`src/rtl/tilelink_initiator_if.sv`:
```
// TL-UL channel types and the command/response/bus bundle of the initiator.
package TL;
    localparam logic [2:0] PutFullData    = 3'd0;
    localparam logic [2:0] PutPartialData = 3'd1;
    localparam logic [2:0] Get            = 3'd4;
    localparam logic [2:0] AccessAck      = 3'd0;
    localparam logic [2:0] AccessAckData  = 3'd1;

    // a_ready travels with the A struct: the host's readiness for D beats.
    typedef struct packed {
        logic        a_valid;
        logic [2:0]  a_opcode;
        logic [2:0]  a_param;
        logic [2:0]  a_size;
        logic        a_source;
        logic [31:0] a_address;
        logic [3:0]  a_mask;
        logic [31:0] a_data;
        logic        a_ready;
    } tilelink_a;

    // d_ready travels with the D struct: the device's acceptance of A requests.
    typedef struct packed {
        logic        d_valid;
        logic [2:0]  d_opcode;
        logic [2:0]  d_param;
        logic [2:0]  d_size;
        logic        d_source;
        logic [31:0] d_data;
        logic        d_error;
        logic        d_ready;
    } tilelink_d;
endpackage

interface tilelink_initiator_if;
    import TL::*;

    logic        cmd_valid;
    logic        cmd_ready;
    logic        cmd_write;
    logic [2:0]  cmd_size;
    logic [31:0] cmd_addr;
    logic [3:0]  cmd_mask;
    logic [31:0] cmd_wdata;
    logic        rsp_valid;
    logic        rsp_ready;
    logic [31:0] rsp_rdata;
    logic        rsp_error;
    tilelink_a   tla;
    tilelink_d   tld;

    modport master (
        input  cmd_valid, cmd_write, cmd_size, cmd_addr, cmd_mask, cmd_wdata,
        output cmd_ready,
        output rsp_valid, rsp_rdata, rsp_error,
        input  rsp_ready,
        output tla,
        input  tld
    );

    modport slave (
        output cmd_valid, cmd_write, cmd_size, cmd_addr, cmd_mask, cmd_wdata,
        input  cmd_ready,
        input  rsp_valid, rsp_rdata, rsp_error,
        output rsp_ready,
        input  tla,
        output tld
    );
endinterface

```
`src/rtl/tilelink_initiator.sv`:
```
// TL-UL host initiator: one outstanding command, alignment check, source
// tagging and a response timeout.
//
// state  | meaning
// IDLE   | waiting for a command, cmd_ready high
// SEND_A | A request on the bus until the device accepts it
// WAIT_D | waiting for the D response, timeout counting
// RESP   | response presented until the requester takes it
module tilelink_initiator
    import TL::*;
#(
    parameter int TIMEOUT = 64,
    parameter int TW      = 8
) (
    input logic                  clock,
    input logic                  rst_n,
    tilelink_initiator_if.master bus
);

    localparam logic [TW-1:0] CNT_LAST = TW'(TIMEOUT - 1);
    localparam logic [TW-1:0] CNT_MAX  = '1;

    typedef enum logic [1:0] {IDLE, SEND_A, WAIT_D, RESP} state_e;

    state_e      state_q, state_d;
    logic [2:0]  opcode_q, opcode_d;
    logic [2:0]  size_q, size_d;
    logic [31:0] addr_q, addr_d;
    logic [3:0]  mask_q, mask_d;
    logic [31:0] data_q, data_d;
    logic        tag_q, tag_d;
    logic        bus_txn_q, bus_txn_d;
    logic [TW-1:0] cnt_q, cnt_d;
    logic [31:0] rsp_rdata_q, rsp_rdata_d;
    logic        rsp_error_q, rsp_error_d;
    logic        a_ready_q;

    logic [3:0]  nat_mask;
    logic        cmd_legal;
    logic [2:0]  cmd_opcode;
    logic        is_get;
    logic        d_done;
    logic        d_err;
    logic [TW-1:0] cnt_inc;
    tilelink_a   tla_o;
    logic        unused_tld;

    assign unused_tld = ^{bus.tld.d_param, bus.tld.d_size};

    // Natural byte lanes and alignment of the incoming command.
    always_comb begin
        nat_mask  = 4'b1111;
        cmd_legal = 1'b0;
        case (bus.cmd_size)
            3'd0: begin
                nat_mask  = 4'b0001 << bus.cmd_addr[1:0];
                cmd_legal = 1'b1;
            end
            3'd1: begin
                nat_mask  = 4'b0011 << bus.cmd_addr[1:0];
                cmd_legal = ~bus.cmd_addr[0];
            end
            3'd2: begin
                nat_mask  = 4'b1111;
                cmd_legal = (bus.cmd_addr[1:0] == 2'b00);
            end
            default: begin
                nat_mask  = 4'b1111;
                cmd_legal = 1'b0;
            end
        endcase

        if (!bus.cmd_write)
            cmd_opcode = Get;
        else if (bus.cmd_mask == nat_mask)
            cmd_opcode = PutFullData;
        else
            cmd_opcode = PutPartialData;
    end

    // Completion and error classification of the D channel while waiting.
    // A put may complete on a matching AccessAck even without d_valid.
    always_comb begin
        is_get  = (opcode_q == Get);
        d_done  = bus.tld.d_valid ||
                  (!is_get && (bus.tld.d_opcode == AccessAck) && (bus.tld.d_source == tag_q));
        d_err   = bus.tld.d_error ||
                  (bus.tld.d_opcode != (is_get ? AccessAckData : AccessAck)) ||
                  (bus.tld.d_source != tag_q);
        cnt_inc = (cnt_q == CNT_MAX) ? cnt_q : cnt_q + 1'b1;
    end

    // Next-state, handshake outputs and response/command capture.
    always_comb begin
        state_d       = state_q;
        opcode_d      = opcode_q;
        size_d        = size_q;
        addr_d        = addr_q;
        mask_d        = mask_q;
        data_d        = data_q;
        tag_d         = tag_q;
        bus_txn_d     = bus_txn_q;
        cnt_d         = cnt_q;
        rsp_rdata_d   = rsp_rdata_q;
        rsp_error_d   = rsp_error_q;
        bus.cmd_ready = 1'b0;
        bus.rsp_valid = 1'b0;

        case (state_q)
            IDLE: begin
                bus.cmd_ready = 1'b1;
                if (bus.cmd_valid) begin
                    opcode_d    = cmd_opcode;
                    size_d      = bus.cmd_size;
                    addr_d      = bus.cmd_addr;
                    mask_d      = bus.cmd_write ? (bus.cmd_mask & nat_mask) : nat_mask;
                    data_d      = bus.cmd_write ? bus.cmd_wdata : 32'h0;
                    rsp_rdata_d = 32'h0;
                    cnt_d       = '0;
                    if (cmd_legal) begin
                        bus_txn_d   = 1'b1;
                        rsp_error_d = 1'b0;
                        state_d     = SEND_A;
                    end else begin
                        bus_txn_d   = 1'b0;
                        rsp_error_d = 1'b1;
                        state_d     = RESP;
                    end
                end
            end
            SEND_A: begin
                if (bus.tld.d_ready) begin
                    cnt_d   = '0;
                    state_d = WAIT_D;
                end else if (cnt_q == CNT_LAST) begin
                    rsp_error_d = 1'b1;
                    state_d     = RESP;
                end else begin
                    cnt_d = cnt_inc;
                end
            end
            WAIT_D: begin
                cnt_d = cnt_inc;
                if (d_done) begin
                    rsp_error_d = d_err;
                    rsp_rdata_d = (is_get && !d_err) ? bus.tld.d_data : 32'h0;
                    state_d     = RESP;
                end else if (cnt_q == CNT_LAST) begin
                    rsp_error_d = 1'b1;
                    rsp_rdata_d = 32'h0;
                    state_d     = RESP;
                end
            end
            RESP: begin
                bus.rsp_valid = 1'b1;
                if (bus.rsp_ready) begin
                    if (bus_txn_q)
                        tag_d = ~tag_q;
                    state_d = IDLE;
                end
            end
            default: state_d = IDLE;
        endcase
    end

    // A-channel drive: fields come from the latched command.
    always_comb begin
        tla_o           = '0;
        tla_o.a_valid   = (state_q == SEND_A);
        tla_o.a_opcode  = opcode_q;
        tla_o.a_param   = 3'd0;
        tla_o.a_size    = size_q;
        tla_o.a_source  = tag_q;
        tla_o.a_address = addr_q;
        tla_o.a_mask    = mask_q;
        tla_o.a_data    = data_q;
        tla_o.a_ready   = a_ready_q;
    end

    assign bus.tla       = tla_o;
    assign bus.rsp_rdata = rsp_rdata_q;
    assign bus.rsp_error = rsp_error_q;

    // State register.
    always_ff @(posedge clock or negedge rst_n) begin
        if (!rst_n)
            state_q <= IDLE;
        else
            state_q <= state_d;
    end

    // Command, tag, timeout and response registers.
    always_ff @(posedge clock or negedge rst_n) begin
        if (!rst_n) begin
            opcode_q    <= 3'd0;
            size_q      <= 3'd0;
            addr_q      <= 32'h0;
            mask_q      <= 4'h0;
            data_q      <= 32'h0;
            tag_q       <= 1'b0;
            bus_txn_q   <= 1'b0;
            cnt_q       <= '0;
            rsp_rdata_q <= 32'h0;
            rsp_error_q <= 1'b0;
            a_ready_q   <= 1'b0;
        end else begin
            opcode_q    <= opcode_d;
            size_q      <= size_d;
            addr_q      <= addr_d;
            mask_q      <= mask_d;
            data_q      <= data_d;
            tag_q       <= tag_d;
            bus_txn_q   <= bus_txn_d;
            cnt_q       <= cnt_d;
            rsp_rdata_q <= rsp_rdata_d;
            rsp_error_q <= rsp_error_d;
            a_ready_q   <= 1'b1;
        end
    end

endmodule
```
`src/flat_wrapper.sv`:
```
// flat-port wrapper written by rule: the top's interface ports become plain ports
module tilelink_initiator_flat import TL::*;
#(
    parameter int TIMEOUT = 64,
    parameter int TW      = 8
)
  (clock, rst_n, bus_cmd_valid, bus_cmd_write, bus_cmd_size, bus_cmd_addr, bus_cmd_mask, bus_cmd_wdata, bus_cmd_ready, bus_rsp_valid, bus_rsp_rdata, bus_rsp_error, bus_rsp_ready, bus_tla, bus_tld);
  tilelink_initiator_if bus_i ();
  input logic clock;
  input logic rst_n;
  input wire logic [$bits(bus_i.cmd_valid)-1:0] bus_cmd_valid;
  input wire logic [$bits(bus_i.cmd_write)-1:0] bus_cmd_write;
  input wire logic [$bits(bus_i.cmd_size)-1:0] bus_cmd_size;
  input wire logic [$bits(bus_i.cmd_addr)-1:0] bus_cmd_addr;
  input wire logic [$bits(bus_i.cmd_mask)-1:0] bus_cmd_mask;
  input wire logic [$bits(bus_i.cmd_wdata)-1:0] bus_cmd_wdata;
  output wire logic [$bits(bus_i.cmd_ready)-1:0] bus_cmd_ready;
  output wire logic [$bits(bus_i.rsp_valid)-1:0] bus_rsp_valid;
  output wire logic [$bits(bus_i.rsp_rdata)-1:0] bus_rsp_rdata;
  output wire logic [$bits(bus_i.rsp_error)-1:0] bus_rsp_error;
  input wire logic [$bits(bus_i.rsp_ready)-1:0] bus_rsp_ready;
  output wire logic [$bits(bus_i.tla)-1:0] bus_tla;
  input wire logic [$bits(bus_i.tld)-1:0] bus_tld;
  assign bus_i.cmd_valid = bus_cmd_valid;
  assign bus_i.cmd_write = bus_cmd_write;
  assign bus_i.cmd_size = bus_cmd_size;
  assign bus_i.cmd_addr = bus_cmd_addr;
  assign bus_i.cmd_mask = bus_cmd_mask;
  assign bus_i.cmd_wdata = bus_cmd_wdata;
  assign bus_cmd_ready = bus_i.cmd_ready;
  assign bus_rsp_valid = bus_i.rsp_valid;
  assign bus_rsp_rdata = bus_i.rsp_rdata;
  assign bus_rsp_error = bus_i.rsp_error;
  assign bus_i.rsp_ready = bus_rsp_ready;
  assign bus_tla = bus_i.tla;
  assign bus_i.tld = bus_tld;
  tilelink_initiator #(.TIMEOUT(TIMEOUT), .TW(TW)) u_core (.clock(clock), .rst_n(rst_n), .bus(bus_i));
endmodule
```
`config.mk`:
```
export PLATFORM = sky130hd
export DESIGN_NAME = tilelink_initiator_flat
export DESIGN_NICKNAME = d
export VERILOG_FILES = /design/src/rtl/tilelink_initiator_if.sv /design/src/rtl/tilelink_initiator.sv /design/src/flat_wrapper.sv
export SDC_FILE = /design/constraint.sdc
export NUM_CORES = 1
export LEC_CHECK = 0
export CAP_MARGIN = 20
export CORE_MARGIN = 2
export CORE_UTILIZATION = 38
export DETAILED_ROUTE_END_ITERATION = 7
export GPL_ROUTABILITY_DRIVEN = 1
export PLACE_DENSITY = 0.78
export SYNTH_ARGS = -nofsm -noshare
export SYNTH_HDL_FRONTEND = slang
export SYNTH_SLANG_ARGS = --single-unit
```
`constraint.sdc`:
```
create_clock -name clock -period 1.88 [get_ports clock]
set_clock_uncertainty 0.1 [all_clocks]
set_input_delay 0.282 -clock clock [delete_from_list [all_inputs] [get_ports clock]]
set_output_delay 0.282 -clock clock [all_outputs]
set_load 0.005 [all_outputs]
```
==> results of run 1 <==
==> cell type report <==
class                   count  share of cell area (%)
repair buffers            276                    31.4
clock inverters             7                    1.07
multi-input cells         299                    25.1
well taps                 176                    2.52
clock buffers              24                    5.62
flip-flops and latches    119                    34.1
inverters                   4                   0.172
==> per-layer routing <==
metal	routed length, um	track usage (%)
met1	5910	24.5
met2	7670	35.0
met4	391	8.90
met5	0	0
met3	1200	7.98
==> per-stage QoR <==
stage,instances,cell area (um2),utilization [%]
after detailed placement,863,7870,59.7
after global routing,905,8740,66.3
after global placement,863,7870,59.7
final,905,8740,66.3
after floorplan,452,5200,-
after CTS,901,8600,65.2
==> repair_timing <==
action,CTS,global route
endpoints found under the hold margin,23,0
buffers inserted,6,3
pin swaps,6,7
cloned,0,1
setup endpoints to repair,61,80
hold buffers,1,0
gates resized for setup,27,22
==> worst register-to-register path, stage by stage, from the launching register on <==
cell and delay [ns]:
dfrtp_2 0.39, buf_4 0.13, ha_4 0.13, or4b_4 0.47
a211o_1 0.31, and2_4 0.18, mux2i_1 0.14, nor2_1 0.05
==> report_power, final <==
group          internal, mW  leakage [nW]  total (mW)  switching, mW
clock network          2.08         0.282        3.19           1.11
registers              3.44          1.53        3.94          0.503
logic                  3.20          1.96        5.36           2.16
==> sequential cells by signal, summed over array words and instances, names as in the netlist <==
name,flops
u_core.a_ready_q,1
u_core.addr_q,32
u_core.bus.rsp_error,1
u_core.bus.rsp_rdata,32
u_core.bus_txn_q,1
u_core.cnt_q,8
u_core.data_q,32
u_core.mask_q,4
u_core.opcode_q,2
u_core.size_q,3
u_core.state_q,2
u_core.tag_q,1
==> cells by family after synthesis <==
logic type      count (synthesis)  synth area share, %
buf+inv                        34                 3.30
flops                         119                 58.3
xor+xnor                        5                0.857
fa+ha+maj                      10                 2.45
other cells                     2                0.147
mux                            41                 8.89
simple gates                  123                 10.9
compound gates                115                 15.2
==> how the worst max path moves through the flow <==
stage | to | cells after the start | slack, ns
6_report | u_core.cnt_q[1] | 7 | -0.14
5_1_grt | u_core.bus.rsp_rdata[29] | 9 | -0.22
4_1_cts | u_core.cnt_q[1] | 7 | -0.12
3_5_place_dp | u_core.opcode_q[0] | 7 | -0.37
3_3_place_gp | u_core.opcode_q[0] | 7 | -0.29
2_1_floorplan | u_core.bus.rsp_rdata[0] | 9 | -0.10
==> placed cells by master (no fill, tap or decap), drive strengths merged, types with 2 or more instances in the layout <==
cell type,count
a22o,32
nor2,15
a211oi,3
nor2b,4
clkdlybuf4s50,221
a211o,3
mux2i,6
and2,2
ha,10
a2111oi,2
nand2,79
o31ai,2
xor2,3
buf,51
bufinv,2
or2,2
o21ai,49
a31oi,2
a21oi,10
o22a,2
nor4,2
nand3,6
dfrtp,119
clkinv,3
o41ai,2
mux2,35
nor3,3
clkinvlp,2
and3,3
nand2b,2
clkbuf,26
inv,4
xnor2,2
conb,5
o31a,2
==> impl_metrics.ini, run 1 <==
[timing]
finalCriticalPeriod_ns = 2.02
setup_ws_ns = -0.144
finalCritPeriodShare_pct = 108
hold_viol = 0
fmax_mhz = 494
rsz0062_at_grt = true
tns_ns = -4.29
drv_slew = 0
holdWs_ns = 0.219
setup_viol = 40

[worst_setup_path]
crit_type = register to register
cp_slowest_cell = or4b_4
rr_endpoint = u_core.cnt_q[1]
path_cells = buf_4 -> ha_4 -> or4b_4 -> a211o_1 -> and2_4 -> mux2i_1 -> nor2_1
startpoint = u_core.state_q[0]
crit_buf_inv = 1
required_ns = 2.07
crit_path_start_kind = register
crit_path_max_incr_delay_ns = 0.47
crit_fanout = 3
crit_arrival_ns = 2.22
reg2reg_slack_ns = -0.14
end_kind = register
critPathTopFamily = simple AND/OR/NAND/NOR gates
reg2reg_from = u_core.state_q[0]
r2r_cells = 7

[clocking]
cts_tree = built
cts-root-buf = clkbuf_16
cts.sinks = 119
clk_pin_slew_ns = 0.06
cts_made_buffers = 17
htree_num_levels = 4
clock_path_buffers = 2
clkLatencyLatePin_ns = 0.42

[cells_and_area]
multi_input_area_mm2 = 0.00219
n_antenna_cell = 0
fin_nets = 848
drive_gt1_share_pct = 20.9
fill_cells = 996
ff_latch_area_mm2 = 0.00298
areaGrowthSynthToFinish_pct = 71.1

[yosys]
yosysSeqAreaShare_pct = 58.3
synthCells = 449
synth_top_flop_cell = dfrtp_1
ys_warn_count = 0
synth-edff-count = 0
yosysMostFrequentCell = dfrtp_1
synth.distinct_cells = 49
synth_area_leaders = dfrtp_1 (58%), mux2_2 (7.7%), nand2_1 (5.7%)
async_reset_ff_share_pct = 100
synth_top_area_share_pct = 58.3
synth_common_cells = dfrtp_1 (119), nand2_1 (78), o21ai_0 (49), mux2_2 (35), a22o_1 (32)
syn_area_mm2 = 0.00511
synth_largest_area_cell = dfrtp_1
syn_area_per_cell_um2 = 11.4
ys_ff_latch = 119

[pwr]
ir_worst_vdd_v = 0.000784
power_mw = 12.5
p_leak_nw = 3.78
power_density_mw_per_mm2 = 1430

[status]
violations = setup timing
status = finished, violations left

[routing]
dr.pass1.iters = 6
drc_errors = 0
avgViaCountPerCell = 5.06
vias = 4579
wire_per_inst_um = 16.8
routed_wl_um = 15200
drt_iter0_markers = 180
detail-route-antenna-nets = 0

[die]
fp.dieH_um = 120
die_area_mm2 = 0.0144
ioPinCount = 236
design.core.area_mm2 = 0.0132
num_rows = 42
start_util_pct = 38.7
die_w_um = 120

[placement]
hpwl_um = 10600
place_congestion = 0.814
preCtsSetupSlack_ns = -0.371
io_buffers = 225

[global_routing]
antenna_found_initial = 0
grt_pass1_vias = 4773
overflow = 0
grt_pass1_wl_um = 23700
grtUsageTotal_pct = 21.1
grt_max_degree = 90

[min_path]
min_path_type = primary input to asynchronous set/reset pin

[flow_run]
drv_cap = 0
Power figures use the tool's default switching activity.
==> run 2, diff against run 1 <==
- CORE_UTILIZATION: 38 -> 39
- CTS_BUF_LIST: unset -> sky130_fd_sc_hd__clkbuf_4
- PLACE_DENSITY: 0.78 -> 0.79
==> run 2 against run 1 <==
The flow still finishes with violations (setup timing); die area decreased by 2.5%; global-route usage increased by 0.74 points; core utilization increased by 2.6 points; routed wire length increased by 4.5%; sequential power about the same; first-iteration DRC count increased by 48%; sequential share of layout area decreased by 0.10 points; clock power decreased by 38%; non-clock buffer count increased by 24; cell area increased by 0.26%; critical path type unchanged; largest power group unchanged.
==> impl_metrics.ini, run 2 (synthesis results as in run 1) <==
[worst_setup_path]
end_kind = register
crit_type = register to register
critPathTopFamily = simple AND/OR/NAND/NOR gates
cp_slowest_cell = or4b_4
startpoint = u_core.state_q[1]
crit_path_start_kind = register
crit_fanout = 3
crit_path_max_incr_delay_ns = 0.47
crit_buf_inv = 2
required_ns = 2.18
crit_arrival_ns = 2.40
reg2reg_from = u_core.state_q[1]
path_cells = inv_2 -> buf_4 -> ha_4 -> or4b_4 -> a211o_1 -> and2_4 -> mux2i_1 -> nor2_1

[timing]
finalCritPeriodShare_pct = 112
hold_viol = 0
holdWs_ns = 0.164
rsz0062_at_grt = true
fmax_mhz = 475
setup_ws_ns = -0.224
drv_slew = 0
finalCriticalPeriod_ns = 2.10
setup_viol = 64

[cells_and_area]
drive_gt1_share_pct = 23.1
n_antenna_cell = 0
final_cell_mix = clkdlybuf4s50_1 (205), dfrtp_1 (119), nand2_1 (77)
fin_nets = 872
layout_commonest_cell = clkdlybuf4s50_1
fin_cells = 925
final_core_util_pct = 68.9
areaGrowthSynthToFinish_pct = 71.5

[clocking]
cts_tree = built
cts_made_buffers = 17
cts-root-buf = clkbuf_4
clk_pin_slew_ns = 0.10
clock_path_buffers = 2
cts.sinks = 119
htree_num_levels = 4
clkLatencyLatePin_ns = 0.52

[global_routing]
grtUsageTotal_pct = 21.8
overflow = 0
grt_pass1_wl_um = 24200
grt_pass1_vias = 4727
grt_max_degree = 59
antenna_found_initial = 0

[status]
status = finished, violations left
violations = setup timing

[routing]
avgViaCountPerCell = 4.98
dr.pass1.iters = 4
vias = 4609
wire_per_inst_um = 17.1
drc_errors = 0
detail-route-antenna-nets = 0
routed_wl_um = 15800
drt_iter0_markers = 266

[pwr]
ir_worst_vdd_v = 0.000813
p_leak_nw = 4.05
power_density_mw_per_mm2 = 1330
power_mw = 11.7

[die]
die_w_um = 118
design.core.area_mm2 = 0.0127
die_area_mm2 = 0.0140
fp.dieH_um = 118
num_rows = 41
ioPinCount = 236
start_util_pct = 40.2

[placement]
place_congestion = 0.850
io_buffers = 225
hpwl_um = 10800
dp.cells = 864

[min_path]
min_path_type = primary input to asynchronous set/reset pin

[flow_run]
drv_cap = 0
==> run 2: metal layers <==
metal	vias to the layer above	part of all wire [%]	global-route usage, %	wire [um]
met5	-	0	0	0
met4	0	2.1	7.22	329
met3	32	8.1	8.88	1280
met2	194	51	38.2	8090
met1	2221	39	24.1	6140
li1	2162	-	-	-
==> run 2: worst paths after layout <==
| kind | slack [ns] | to | cells after the start |
|---|---|---|---|
| max | -0.22 | u_core.cnt_q[1] | 8 |
| max in group asynchronous | 0.96 | u_core.bus.rsp_rdata[14] | 3 |
| min reg2reg | 0.39 | u_core.data_q[3] | 2 |
| min in group clock | 0.20 | u_core.data_q[26] | 3 |
| min | 0.16 | u_core.cnt_q[2] | 2 |
| max reg2reg | -0.22 | u_core.cnt_q[1] | 8 |
==> run 2: area by class of cell <==
type	instances	area [um2]
clock inverters	12	159
fillers	911	3960
flip-flops and latches	119	2980
repair buffers	300	3090
multi-input cells	299	2160
well taps	172	215
clock buffers	19	143
inverters	4	15.0
==> run 2: what timing repair did <==
item | CTS | global route
cloned | 2 | 3
pin swaps | 15 | 15
resized for setup | 35 | 40
hold endpoints to repair | 115 | 0
endpoints found under the setup margin | 49 | 103
buffers inserted | 12 | 17
hold buffers | 1 | 0
==> run 2: power by group <==
part | total (mW) | internal (mW) | switching (mW)
Clock | 1.97 | 1.06 | 0.914
Sequential | 3.91 | 3.42 | 0.484
Combinational | 5.81 | 3.50 | 2.31
Total | 11.7 | 7.98 | 3.71
==> run 2: stage by stage <==
step	TNS [ns]	cell area, um2	setup WS (ns)
6_report	-5.99	8770	-0.224
3_5_place_dp	-9.45	7930	-0.334
5_1_grt	-12.62	8770	-0.298
2_1_floorplan	-3.33	5200	-0.103
4_1_cts	-6.87	8460	-0.204
3_3_place_gp	-7.30	7930	-0.224
==> run 3, diff against run 2 <==
- SLEW_MARGIN: unset -> 20
==> results of run 3 <==
Final layout, timing and power as in run 2 (identical DEF).
